--- src/rtl/priv_1_11_ext_int_ctrl.sv ---
`default_nettype none
// =============================================================================
// priv_1_11_ext_int_ctrl: edge-latching external interrupt controller with
// priority arbitration, threshold masking and a claim/complete handshake.
// Revision: 1.0
// =============================================================================
module priv_1_11_ext_int_ctrl #(
  parameter int NUM_SRC = 8,
  parameter int PRIO_W  = 3,
  parameter int ID_W    = $clog2(NUM_SRC + 1)
) (
  input  logic               CLK,
  input  logic               nRST,
  input  logic [NUM_SRC-1:0] src_irq,
  input  logic               en_wen,
  input  logic [NUM_SRC-1:0] en_wdata,
  input  logic               prio_wen,
  input  logic [ID_W-1:0]    prio_idx,
  input  logic [PRIO_W-1:0]  prio_wdata,
  input  logic               thresh_wen,
  input  logic [PRIO_W-1:0]  thresh_wdata,
  input  logic               claim_req,
  output logic               claim_valid,
  output logic [ID_W-1:0]    claim_id,
  input  logic               complete_req,
  input  logic [ID_W-1:0]    complete_id,
  output logic               ext_int,
  output logic               ext_int_clear
);

  typedef enum logic [1:0] {
    IDLE    = 2'd0,
    ASSERT  = 2'd1,
    SERVICE = 2'd2
  } state_t;

  state_t                  state, state_nxt;
  logic [NUM_SRC-1:0]      prev_irq, pending, pending_nxt, enable;
  logic [PRIO_W-1:0]       prio [NUM_SRC];
  logic [PRIO_W-1:0]       thresh;
  logic                    best_valid;
  logic [ID_W-1:0]         best_id;
  logic [ID_W-1:0]         active_id, active_nxt;
  logic                    claim_take, claim_valid_nxt, ext_int_clear_nxt;
  logic [ID_W-1:0]         claim_id_nxt;
  logic [NUM_SRC-1:0]      eligible, claim_mask, service_mask;
  logic                    arb_valid;
  logic [ID_W-1:0]         arb_id;
  logic [PRIO_W-1:0]       arb_prio;

  for (genvar g = 0; g < NUM_SRC; g++) begin : g_src
    localparam logic [ID_W-1:0] SRC_ID = ID_W'(g + 1);
    assign eligible[g]     = pending[g] && enable[g] && (prio[g] > thresh);
    assign claim_mask[g]   = claim_take && (best_id == SRC_ID);
    assign service_mask[g] = (state == SERVICE) && (active_id == SRC_ID);
  end

  // Ascending scan with strict compare keeps the lowest ID on a priority tie.
  always_comb begin
    arb_valid = 1'b0;
    arb_id    = '0;
    arb_prio  = '0;
    for (int i = 0; i < NUM_SRC; i++) begin
      if (eligible[i] && (!arb_valid || (prio[i] > arb_prio))) begin
        arb_valid = 1'b1;
        arb_id    = ID_W'(i + 1);
        arb_prio  = prio[i];
      end
    end
  end

  // Edges for the in-service source and the source being claimed are dropped.
  assign pending_nxt = (pending | (src_irq & ~prev_irq & ~service_mask)) & ~claim_mask;

  always_comb begin
    state_nxt         = state;
    active_nxt        = active_id;
    claim_take        = 1'b0;
    claim_valid_nxt   = claim_req;
    claim_id_nxt      = '0;
    ext_int_clear_nxt = 1'b0;
    case (state)
      IDLE: begin
        if (best_valid) state_nxt = ASSERT;
      end
      ASSERT: begin
        if (claim_req && best_valid) begin
          claim_take        = 1'b1;
          claim_id_nxt      = best_id;
          active_nxt        = best_id;
          state_nxt         = SERVICE;
          ext_int_clear_nxt = 1'b1;
        end else if (!best_valid) begin
          state_nxt         = IDLE;
          ext_int_clear_nxt = 1'b1;
        end
      end
      SERVICE: begin
        if (complete_req && (complete_id == active_id)) begin
          state_nxt  = IDLE;
          active_nxt = '0;
        end
      end
      default: state_nxt = IDLE;
    endcase
  end

  always_ff @(posedge CLK or posedge nRST) begin
    if (nRST) begin
      state         <= IDLE;
      prev_irq      <= '0;
      pending       <= '0;
      enable        <= '0;
      thresh        <= '0;
      best_valid    <= 1'b0;
      best_id       <= '0;
      active_id     <= '0;
      claim_valid   <= 1'b0;
      claim_id      <= '0;
      ext_int_clear <= 1'b0;
      for (int i = 0; i < NUM_SRC; i++) prio[i] <= '0;
    end else begin
      state         <= state_nxt;
      prev_irq      <= src_irq;
      pending       <= pending_nxt;
      best_valid    <= arb_valid;
      best_id       <= arb_id;
      active_id     <= active_nxt;
      claim_valid   <= claim_valid_nxt;
      claim_id      <= claim_id_nxt;
      ext_int_clear <= ext_int_clear_nxt;
      if (en_wen) enable <= en_wdata;
      if (thresh_wen) thresh <= thresh_wdata;
      for (int i = 0; i < NUM_SRC; i++) begin
        if (prio_wen && (prio_idx == ID_W'(i + 1))) prio[i] <= prio_wdata;
      end
    end
  end

  assign ext_int = (state == ASSERT);

endmodule
`default_nettype wire

--- config.mk ---
export PLATFORM = sky130hd
export DESIGN_NAME = priv_1_11_ext_int_ctrl
export DESIGN_NICKNAME = d
export VERILOG_FILES = /design/src/rtl/priv_1_11_ext_int_ctrl.sv
export SDC_FILE = /design/constraint.sdc
export NUM_CORES = 1
export LEC_CHECK = 0
export BUFFER_PORTS_ARGS = -buffer_cell sky130_fd_sc_hd__buf_2
export CORE_MARGIN = 4
export CORE_UTILIZATION = 60
export DETAILED_ROUTE_END_ITERATION = 16
export PLACE_DENSITY_LB_ADDON = 0.2
export SETUP_SLACK_MARGIN = 0.05
export SYNTH_ARGS = -nofsm -noshare
export SYNTH_HDL_FRONTEND = slang
export SYNTH_SLANG_ARGS = --single-unit
--- constraint.sdc ---
create_clock -name CLK -period 23 [get_ports CLK]
set_clock_uncertainty 0.05 [all_clocks]
set_input_delay 1.15 -clock CLK [delete_from_list [all_inputs] [get_ports CLK]]
set_output_delay 1.15 -clock CLK [all_outputs]
set_load 0.01 [all_outputs]
==> results.tsv, run 1 <==
stage	metric	value	unit
clock_network	clkSinkCount	68	
worst_setup_path	slowest_delay	0.38	ns
final_layout	areaGrowthSynthToFinish	12.2	%
floorplanning	ios	44	
worst_setup_path	r2r_end	best_id[0]	
logic_synthesis	synth-edff-count	0	
detailed_routing	drtAntennaViolNets	0	
worst_setup_path	critical_path_class	reg -> reg	
grt	grt_max_degree	69	
place	gp_congestion	0.915	
clock_network	htreeDepth	3	
power	finalPower	0.484	mW
worst_hold_path	hp-class	reg -> reg	
detailed_routing	post_drt_wl_per_cell	17.5	µm
logic_synthesis	netlist_instances	392	
timing	worstMarginPinSlew	0.852	ns
floorplanning	coreArea	6460	µm²
final_layout	antenna_cells	0	
power	power_switching	0.192	mW
clock_network	cts_root_buf	clkbuf_8	
floorplanning	dieArea	8120	µm²
timing	fin_crit	10.93	ns
power	comb_power_share	44.0	%
logic_synthesis	ys_ff_latch	68	
clock_network	clock_latency	0.35	ns
final_layout	final_util	70.3	%
final_layout	final_cells	525	
detailed_routing	vias	3236	
clock_network	cts-hold-fix-buffers	0	
detailed_routing	vias_per_cell	6.16	
worst_setup_path	crit_top_cell	ha_1	
place	dp_cells	509	
power	power_density	107	nW/µm²
power	p_sw_share	39.8	%
clock_network	cts_buffers	9	
power	clkPwrFrac	20.2	%
worst_setup_path	crit_fanout	11	
grt	track_usage	23.5	%
worst_setup_path	cp-startpoint	thresh[2]	
worst_setup_path	cp-start-kind	flop	
grt	grt_use_met1	31.8	%
place	port_buffers	43	
floorplanning	die_w	90.1	µm
worst_setup_path	critPathCapture	best_id[0]	
logic_synthesis	synth_fp_nets	474	
detailed_routing	first_iter_violations	237	
clock_network	cts_resized	0	
clock_network	cts_tree	done	
place	hpwlAfterDp	6990	µm
logic_synthesis	avgSynthCellArea	10.3	µm²
logic_synthesis	synth_warnings	0	
power	seqPwrFrac	35.8	%
grt	grt_pass1_wl	15300	µm
power	p_int	0.291	mW
timing	grt_setup_unrepaired	no	
logic_synthesis	async_flop_share	100	%
worst_setup_path	reg2reg_slack	12.07	ns
timing	setup_tns	0	ns
grt	top_usage_layer	met2	
clock_network	clockBufferDepth	2	
worst_setup_path	reg2reg_from	thresh[2]	
power	p_leak	2.10	nW
clock_network	postCtsSetupBuffers	0	
timing	fin_crit_sh	47.5	%
worst_setup_path	cp.arrival	11.14	ns
grt	grt-ovfl-total	0	
detailed_routing	wirelength	9210	µm
worst_setup_path	cp-end-kind	flop	
logic_synthesis	synth_area	4050	µm²
run	drv_cap	0	
outcome	status	completed	
timing	hold_violations	0	
power	ir_worst_vdd	0.0663	mV
worst_setup_path	critPathSlowestCell	dfrtp_1	
grt	groute.layer.met2.usage	38.3	%
grt	antenna_found_initial	0	
grt	grt_pass1_vias	3144	
floorplanning	initial_core_util	62.7	%
floorplanning	rows	29	
timing	max_slew_margin	42.8	%
logic_synthesis	yosysSeqAreaShare	42.1	%
timing	finalSetupViolations	0	
final_layout	nets	525	
detailed_routing	drc	0	
clock_network	clk_pin_slew	0.08	ns
worst_setup_path	r2r_cells	52	
worst_setup_path	cp.required	23.21	ns
floorplanning	die_y	90.1	µm
detailed_routing	drtPass1Iterations	4	
grt	grt_use_met3	4.26	%
logic_synthesis	synth_cell_type_count	54	
final_layout	drive_above_1_share	21.7	%
timing	finalMaxSlewViolations	0	
timing	max_freq	0.0915	GHz
final_layout	nFillCells	509	
logic_synthesis	synth_flop_cell	dfrtp_1	
synthesized netlist by cell type, types with 3 or more instances:
library cell | instances | area share, %
a21o_1 | 3 | 0.56
a21oi_1 | 9 | 1.1
a221oi_1 | 3 | 0.65
a22oi_1 | 4 | 0.74
a31oi_1 | 18 | 2.8
and2_1 | 6 | 0.93
clkbuf_1 | 3 | 0.28
dfrtp_1 | 68 | 42
ha_1 | 45 | 14
inv_1 | 32 | 3.0
mux2_2 | 27 | 7.5
nand2_1 | 23 | 2.1
nand3_1 | 19 | 2.4
nand3b_1 | 3 | 0.56
nor2_1 | 17 | 1.6
nor2b_1 | 18 | 2.8
nor3_1 | 8 | 0.99
nor3b_1 | 4 | 0.74
o2111ai_1 | 4 | 0.87
o21a_1 | 12 | 2.2
o21ai_0 | 20 | 2.5
o21bai_1 | 3 | 0.56
o31ai_1 | 3 | 0.56
or2_2 | 3 | 0.46
xor2_1 | 3 | 0.65
area by class of cell:
cell class	instances	area [µm²]	area share, %
clock buffers	10	128	2.81
clock inverters	6	65.1	1.43
inverters	32	120	2.64
multi-input cells	288	2210	48.6
flip-flops and latches	68	1700	37.5
well taps	77	96.3	2.12
repair buffers	44	223	4.90
logic make-up after synthesis:
logic type	share of synthesized area (%)
flops	42.1
simple gates	14.1
fa+ha+maj	13.9
buf+inv	3.37
compound gates	18.2
xor+xnor	0.866
mux	7.51
sequential cells by signal, indices dropped and copies added (netlist names):
register / cells
pending: 8
enable: 8
best_valid: 1
active_id: 4
claim_valid: 1
best_id: 4
prev_irq: 8
state: 2
claim_id: 4
thresh: 3
ext_int_clear: 1
prio: 24
per-stage QoR:
stage / hold WS [ns] / cell area (µm²) / setup WS (ns)
2_1_floorplan: 0.389 / 4050 / 13.40
3_3_place_gp: 0.411 / 4350 / 12.57
3_5_place_dp: 0.414 / 4350 / 12.34
4_1_cts: 0.447 / 4540 / 12.24
5_1_grt: 0.472 / 4540 / 11.42
6_report: 0.450 / 4540 / 12.07
critical path: cells and delay by family (launching register included):
family	cells	cell delay, ns
AND/OR/NAND/NOR	11	2.04
flip-flops	1	0.38
AO/OA/AOI/OAI	32	5.71
buffers and inverters	1	0.30
adder cells (fa/ha/maj)	8	2.31
power groups by stage:
stage / registers [mW] / clock network, mW / logic (mW)
final: 0.173 / 0.0979 / 0.213
after global routing: 0.176 / 0.105 / 0.242
after CTS: 0.173 / 0.0997 / 0.212
after detailed placement: 0.175 / 0 / 0.209
after global placement: 0.174 / 0 / 0.200
after floorplan: 0.165 / 0 / 0.164
cells in the final DEF (no fill, tap or decap), types with 3 or more instances in the layout:
cell type   n
o21ai_0    20
a31oi_1    18
nor3b_1     4
nor3_1      8
o21bai_1    3
dfrtp_1    68
or2_2       3
nand3_1    19
a221oi_1    3
nand3b_1    3
nor2_1     17
a22oi_1     4
clkbuf_8    9
a21o_1      3
a21oi_1     9
mux2_2     27
o21a_1     12
and2_1      6
ha_1       45
inv_1      31
buf_2      43
nor2b_1    18
xor2_1      3
o2111ai_1   4
nand2_1    23
o31ai_1     3
how the worst min path moves through the flow:
stage              from  endpoint  slack [ns]  depth (start not counted)
2_1_floorplan  state[1]  state[0]        0.39                          1
3_3_place_gp   state[1]  state[0]        0.41                          1
3_5_place_dp   state[1]  state[0]        0.41                          1
4_1_cts        state[1]  state[0]        0.45                          1
5_1_grt        state[1]  state[0]        0.47                          1
6_report       state[1]  state[0]        0.45                          1
routing by layer:
| metal | share of wire [%] | wire [µm] |
|---|---|---|
| met1 | 45 | 4120 |
| met2 | 48 | 4450 |
| met3 | 5.6 | 515 |
| met4 | 1.4 | 126 |
| met5 | 0 | 0 |
Note: power is estimated with default switching activity, not from simulation.
==> inputs of run 2 (changes only) <==
ABC_AREA = 1   (was default)
CORE_UTILIZATION = 54   (was 60)
clock period = 9.8 ns   (was 23 ns; I/O delays follow)
==> run 2 against run 1 <==
First-iteration DRC count fell by 36%. Die area rose by 14%. Via count rose by 7.7%. Critical endpoint is now best_id[1]. Worst setup slack got worse by 11 ns. Final cell count up 26%.
==> results.tsv, run 2 <==
stage	metric	value	unit
detailed_routing	vias_per_cell	5.27	
detailed_routing	vias	3486	
worst_setup_path	cp-start-kind	flop	
grt	grt-ovfl-total	0	
power	ir_worst_vdd	0.165	mV
final_layout	areaGrowthSynthToFinish	13.3	%
logic_synthesis	netlist_instances	500	
final_layout	largest_register	prio	
detailed_routing	drtAntennaViolNets	0	
floorplanning	die_w	96.3	µm
power	clkPwrFrac	19.4	%
place	port_buffers	43	
logic_synthesis	yosysSeqAreaShare	40.4	%
timing	worst_slack	0.967	ns
clock_network	cts_root_buf	clkbuf_8	
final_layout	mostFrequentLayoutCell	nand2_1	
timing	max_freq	0.113	GHz
final_layout	layout_common_cells	nand2_1 (117), dfrtp_1 (68), inv_1 (64), ha_1 (45), buf_2 (43)	
logic_synthesis	synth.most_common_cell	nand2_1	
place	hpwlAfterDp	7680	µm
floorplanning	ios	44	
timing	fin_crit_sh	90.1	%
power	comb_power_share	47.1	%
power	p_leak	2.48	nW
logic_synthesis	synth_area_leader_cell	dfrtp_1	
place	dp_slack	1.03	ns
worst_setup_path	slowest_delay	0.40	ns
floorplanning	initial_core_util	56.9	%
outcome	status	completed	
logic_synthesis	netlist_top_cells_area	dfrtp_1 (40%), ha_1 (13%), nand2_1 (10%)	
power	power_density	242	nW/µm²
detailed_routing	drc	0	
clock_network	clkSinkCount	68	
timing	grt_setup_unrepaired	no	
detailed_routing	wirelength	9610	µm
final_layout	nets	639	
worst_setup_path	crit_fanout	6	
worst_setup_path	critPathSlowestCell	dfrtp_1	
clock_network	cts_tree	done	
worst_setup_path	cp-end-kind	flop	
clock_network	cts_buffers	9	
timing	fin_crit	8.83	ns
logic_synthesis	synth_cell_type_count	34	
clock_network	htreeDepth	3	
timing	finalMaxSlewViolations	0	
detailed_routing	post_drt_wl_per_cell	14.5	µm
grt	antenna_found_initial	0	
logic_synthesis	synth_area	4210	µm²
floorplanning	rows	31	
final_layout	antenna_cells	0	
logic_synthesis	synth-edff-count	0	
logic_synthesis	synth_commonest_cells	nand2_1 (117), dfrtp_1 (68), inv_1 (65)	
timing	worstMarginPinSlew	0.813	ns
place	dp_cells	645	
timing	finalSetupViolations	0	
grt	track_usage	23.4	%
logic_synthesis	avgSynthCellArea	8.43	µm²
timing	max_slew_margin	45.8	%
final_layout	nFillCells	657	
logic_synthesis	synth_warnings	0	
clock_network	clock_latency	0.34	ns
logic_synthesis	synth_fp_nets	582	
worst_setup_path	crit_top_cell	nand2_1	
worst_setup_path	cp.arrival	9.02	ns
final_layout	drive_above_1_share	19.4	%
clock_network	clockBufferDepth	2	
worst_setup_path	cp.required	9.99	ns
power	p_int	0.660	mW
final_layout	final_cells	661	
clock_network	cts_resized	0	
logic_synthesis	synth_top_area_share	40.4	%
floorplanning	coreArea	7410	µm²
detailed_routing	drtPass1Iterations	5	
final_layout	largest_register_ffs	24	
clock_network	postCtsSetupBuffers	0	
grt	grt_pass1_wl	16400	µm
timing	setup_tns	0	ns
grt	grt_max_degree	69	
place	gp_congestion	0.952	
logic_synthesis	ys_ff_latch	68	
detailed_routing	first_iter_violations	152	
worst_setup_path	critical_path_class	reg -> reg	
power	p_sw_share	42.9	%
grt	grt_pass1_vias	3524	
clock_network	cts-hold-fix-buffers	0	
logic_synthesis	synth_flop_cell	dfrtp_1	
run	drv_cap	0	
worst_hold_path	hp-class	in -> reg	
logic_synthesis	async_flop_share	100	%
floorplanning	dieArea	9280	µm²
floorplanning	die_y	96.3	µm
timing	hold_violations	0	
power	power_switching	0.495	mW
power	seqPwrFrac	33.5	%
clock_network	clk_pin_slew	0.08	ns
==> run 2: cell types whose count changed in the layout (fill, tap and decap cells not counted), sizes merged, moves of 10 or more <==
cell,before,now
mux2,27,9
inv,32,71
a31oi,18,3
nand3,19,41
nor2b,18,0
o21a,12,0
o21ai,21,39
a21oi,10,20
nand2,23,128
nor2,17,31
==> run 2: final timing paths <==
kind | from | end | slack [ns] | depth (start not counted)
max | prio[23] | best_id[1] | 0.97 | 66
min in group asynchronous | nRST | state[0] | 0.33 | 3
min reg2reg | best_valid | ext_int_clear | 0.41 | 1
max reg2reg | prio[23] | best_id[1] | 0.97 | 66
min | src_irq[0] | prev_irq[0] | 0.22 | 1
max in group asynchronous | nRST | enable[6] | 8.84 | 3
==> run 2: area by class of cell <==
cell class	instances	area [µm²]	share of cell area [%]
clock buffers	9	124	2.60
clock inverters	7	67.6	1.42
inverters	71	267	5.58
multi-input cells	360	2240	47.0
flip-flops and latches	68	1700	35.6
well taps	99	124	2.60
repair buffers	47	245	5.14
==> run 2: metal layers <==
metal / global-route usage (%) / share of wire (%)
met4: 9.35 / 2.3
met3: 3.83 / 4.0
met5: 0 / 0
met2: 40.1 / 50
met1: 29.4 / 44
==> run 2: power by group through the flow <==
| stage | registers, mW | clock network [mW] | logic (mW) |
|---|---|---|---|
| after global placement | 0.391 | 0 | 0.514 |
| after detailed placement | 0.392 | 0 | 0.536 |
| after CTS | 0.388 | 0.228 | 0.541 |
| final | 0.387 | 0.224 | 0.543 |
| after floorplan | 0.380 | 0 | 0.412 |
| after global routing | 0.395 | 0.243 | 0.625 |
==> run 2: worst max-delay path, delay by kind of cell (launching register included) <==
family | cells | cell delay [ns]
AOI/OAI and AO/OA | 13 | 1.89
adders and majority gates | 8 | 2.48
buffers and inverters | 8 | 0.52
DFF | 1 | 0.40
and+or+nand+nor | 37 | 3.32
==> run 2: cells by family after synthesis <==
family,count (synthesis),share of synthesized area [%]
and+or+nand+nor,229,25.9
AOI/OAI and AO/OA,75,11.1
buffers and inverters,72,6.41
DFF,68,40.4
adders and majority gates,45,13.4
muxes,9,2.41
xor gates and xnor gates,2,0.416
==> run 2: metrics by stage <==
| stage | hold WS, ns | power, mW | cell area, µm² | utilization, % |
|---|---|---|---|---|
| floorplan | 0.367 | 0.791 | 4210 | - |
| global placement | 0.387 | 0.905 | 4580 | 61.8 |
| detailed placement | 0.379 | 0.928 | 4580 | 61.8 |
| CTS | 0.207 | 1.16 | 4770 | 64.4 |
| global route | 0.211 | 1.26 | 4770 | 64.4 |
| finish | 0.220 | 1.15 | 4770 | 64.4 |
==> inputs of run 3 (changes only) <==
CORE_UTILIZATION = 55   (was 54)
CTS_BUF_LIST = sky130_fd_sc_hd__clkbuf_2 sky130_fd_sc_hd__clkbuf_4 sky130_fd_sc_hd__clkbuf_8   (was default)
==> run 3 against run 2 <==
Critical path depth unchanged. Largest power group unchanged. Critical endpoint unchanged. Worst hold slack got worse by 0.0069 ns. Combinational power grew 1%. Sequential power up 2%.
==> results.tsv, run 3 (synthesized netlist as in run 2, its figures left out) <==
stage	metric	value	unit
final_layout	antenna_cells	0	
final_layout	layout_common_cells	nand2_1 (117), dfrtp_1 (68), inv_1 (62), ha_1 (44), buf_2 (43)	
clock_network	clockBufferDepth	2	
floorplanning	dieArea	9120	µm²
worst_hold_path	holdCritStartpoint	src_irq[7]	
detailed_routing	post_drt_wl_per_cell	15.3	µm
timing	grt_setup_unrepaired	no	
worst_setup_path	crit_top_cell	nand2_1	
worst_setup_path	reg2reg_slack	0.88	ns
detailed_routing	vias	3626	
clock_network	cts_buffers	9	
power	ir_worst_vdd	0.144	mV
floorplanning	coreArea	7330	µm²
outcome	status	completed	
timing	max_slew_margin	43.3	%
timing	setup_tns	0	ns
worst_setup_path	critical_path_class	reg -> reg	
worst_setup_path	cp.required	9.98	ns
floorplanning	rows	31	
detailed_routing	wirelength	10100	µm
grt	grt_pass1_wl	16600	µm
grt	grt_pass1_vias	3501	
detailed_routing	vias_per_cell	5.45	
floorplanning	die_w	95.5	µm
clock_network	clkSinkCount	68	
detailed_routing	drc	0	
clock_network	cts_root_buf	clkbuf_8	
worst_hold_path	hp-class	in -> reg	
place	dp_slack	0.699	ns
clock_network	clock_latency	0.35	ns
final_layout	nets	644	
place	hpwlAfterDp	7600	µm
final_layout	largest_register	prio	
worst_hold_path	whs_endpoint	prev_irq[7]	
worst_hold_path	worstHoldPathCells	1	
timing	fin_crit_sh	91.1	%
final_layout	drive_above_1_share	20.3	%
worst_setup_path	cp-end-kind	flop	
timing	max_freq	0.112	GHz
final_layout	regArea	1700	µm²
run	drv_cap	0	
clock_network	clk_pin_slew	0.08	ns
place	port_buffers	43	
grt	antenna_found_initial	0	
worst_setup_path	r2r_cells	66	
final_layout	areaGrowthSynthToFinish	16.2	%
timing	hold_violations	0	
power	p_leak	2.54	nW
final_layout	nFillCells	577	
worst_setup_path	cp-start-kind	flop	
worst_setup_path	crit_fanout	9	
grt	grt_max_degree	69	
clock_network	htreeDepth	3	
floorplanning	ios	44	
floorplanning	initial_core_util	57.5	%
timing	fin_crit	8.92	ns
final_layout	mostFrequentLayoutCell	nand2_1	
place	gp_congestion	0.989	
worst_setup_path	slowest_delay	0.61	ns
clock_network	cts-hold-fix-buffers	0	
worst_setup_path	r2r_end	best_id[1]	
detailed_routing	drtPass1Iterations	4	
detailed_routing	drtAntennaViolNets	0	
timing	finalSetupViolations	0	
grt	track_usage	24.1	%
timing	finalMaxSlewViolations	0	
final_layout	multi_input_area	2250	µm²
floorplanning	die_y	95.5	µm
power	power_density	255	nW/µm²
grt	grt-ovfl-total	0	
timing	worst_slack	0.876	ns
detailed_routing	first_iter_violations	148	
worst_setup_path	cp.arrival	9.10	ns
worst_setup_path	reg2reg_from	thresh[0]	
clock_network	cts_tree	done	
final_layout	largest_register_ffs	24	
timing	worstMarginPinSlew	0.850	ns
worst_setup_path	critPathSlowestCell	dfrtp_1	
-- run 3: cell count changes in the layout (fill, tap and decap cells not counted), moves of 2 or more --
cell / change
clkinv_4: +2
inv_1: -2
buf_4: +5
clkinv_2: -3
bufinv_16: +3
-- run 3: routing by layer --
layer	track usage (%)	up-vias	share of wire [%]
met3	4.10	22	4.4
met4	10.5	0	2.5
li1	-	1795	-
met1	31.6	1711	45
met5	0	-	0
met2	39.2	98	48
-- run 3: critical path, delay by kind of cell (launching register included) --
kind            cells  cell delay, ns
compound gates     14            1.80
simple gates       35            3.23
flops               1            0.61
buf+inv             9            0.67
fa+ha+maj           8            2.45
-- run 3: how the worst max path moves through the flow --
stage	cells after the start	start	slack, ns	end
2_1_floorplan	66	thresh[2]	1.80	best_id[1]
3_3_place_gp	66	thresh[2]	1.01	best_id[1]
3_5_place_dp	66	thresh[1]	0.70	best_id[1]
4_1_cts	66	thresh[1]	0.60	best_id[1]
5_1_grt	66	thresh[0]	0.06	best_id[1]
6_report	66	thresh[0]	0.88	best_id[1]
-- run 3: per-stage QoR --
stage,power [mW],hold slack (ns),util (%),instance area [µm²],instances
2_1_floorplan,0.791,0.367,-,4210,500
3_3_place_gp,0.904,0.393,62.1,4560,642
3_5_place_dp,0.926,0.384,62.1,4560,642
4_1_cts,1.24,0.195,65.7,4820,657
5_1_grt,1.35,0.197,66.8,4900,665
6_report,1.25,0.213,66.8,4900,665
-- run 3: power breakdown --
group / total (mW) / switching (mW) / internal [mW]
clock network: 0.306 / 0.111 / 0.194
registers: 0.393 / 0.0529 / 0.340
logic: 0.551 / 0.339 / 0.212
total: 1.25 / 0.504 / 0.746
-- run 3: area by class of cell --
cell class | count | area share [%]
flip-flops and latches | 68 | 34.7
clock inverters | 6 | 2.81
repair buffers | 52 | 5.77
multi-input cells | 360 | 46.0
clock buffers | 9 | 2.53
well taps | 99 | 2.53
inverters | 71 | 5.60
-- run 3: timing repair --
item                                    in CTS  in global routing
endpoints found under the setup margin       0                  4
gates resized for setup                      0                  4
buffers inserted                             0                  8
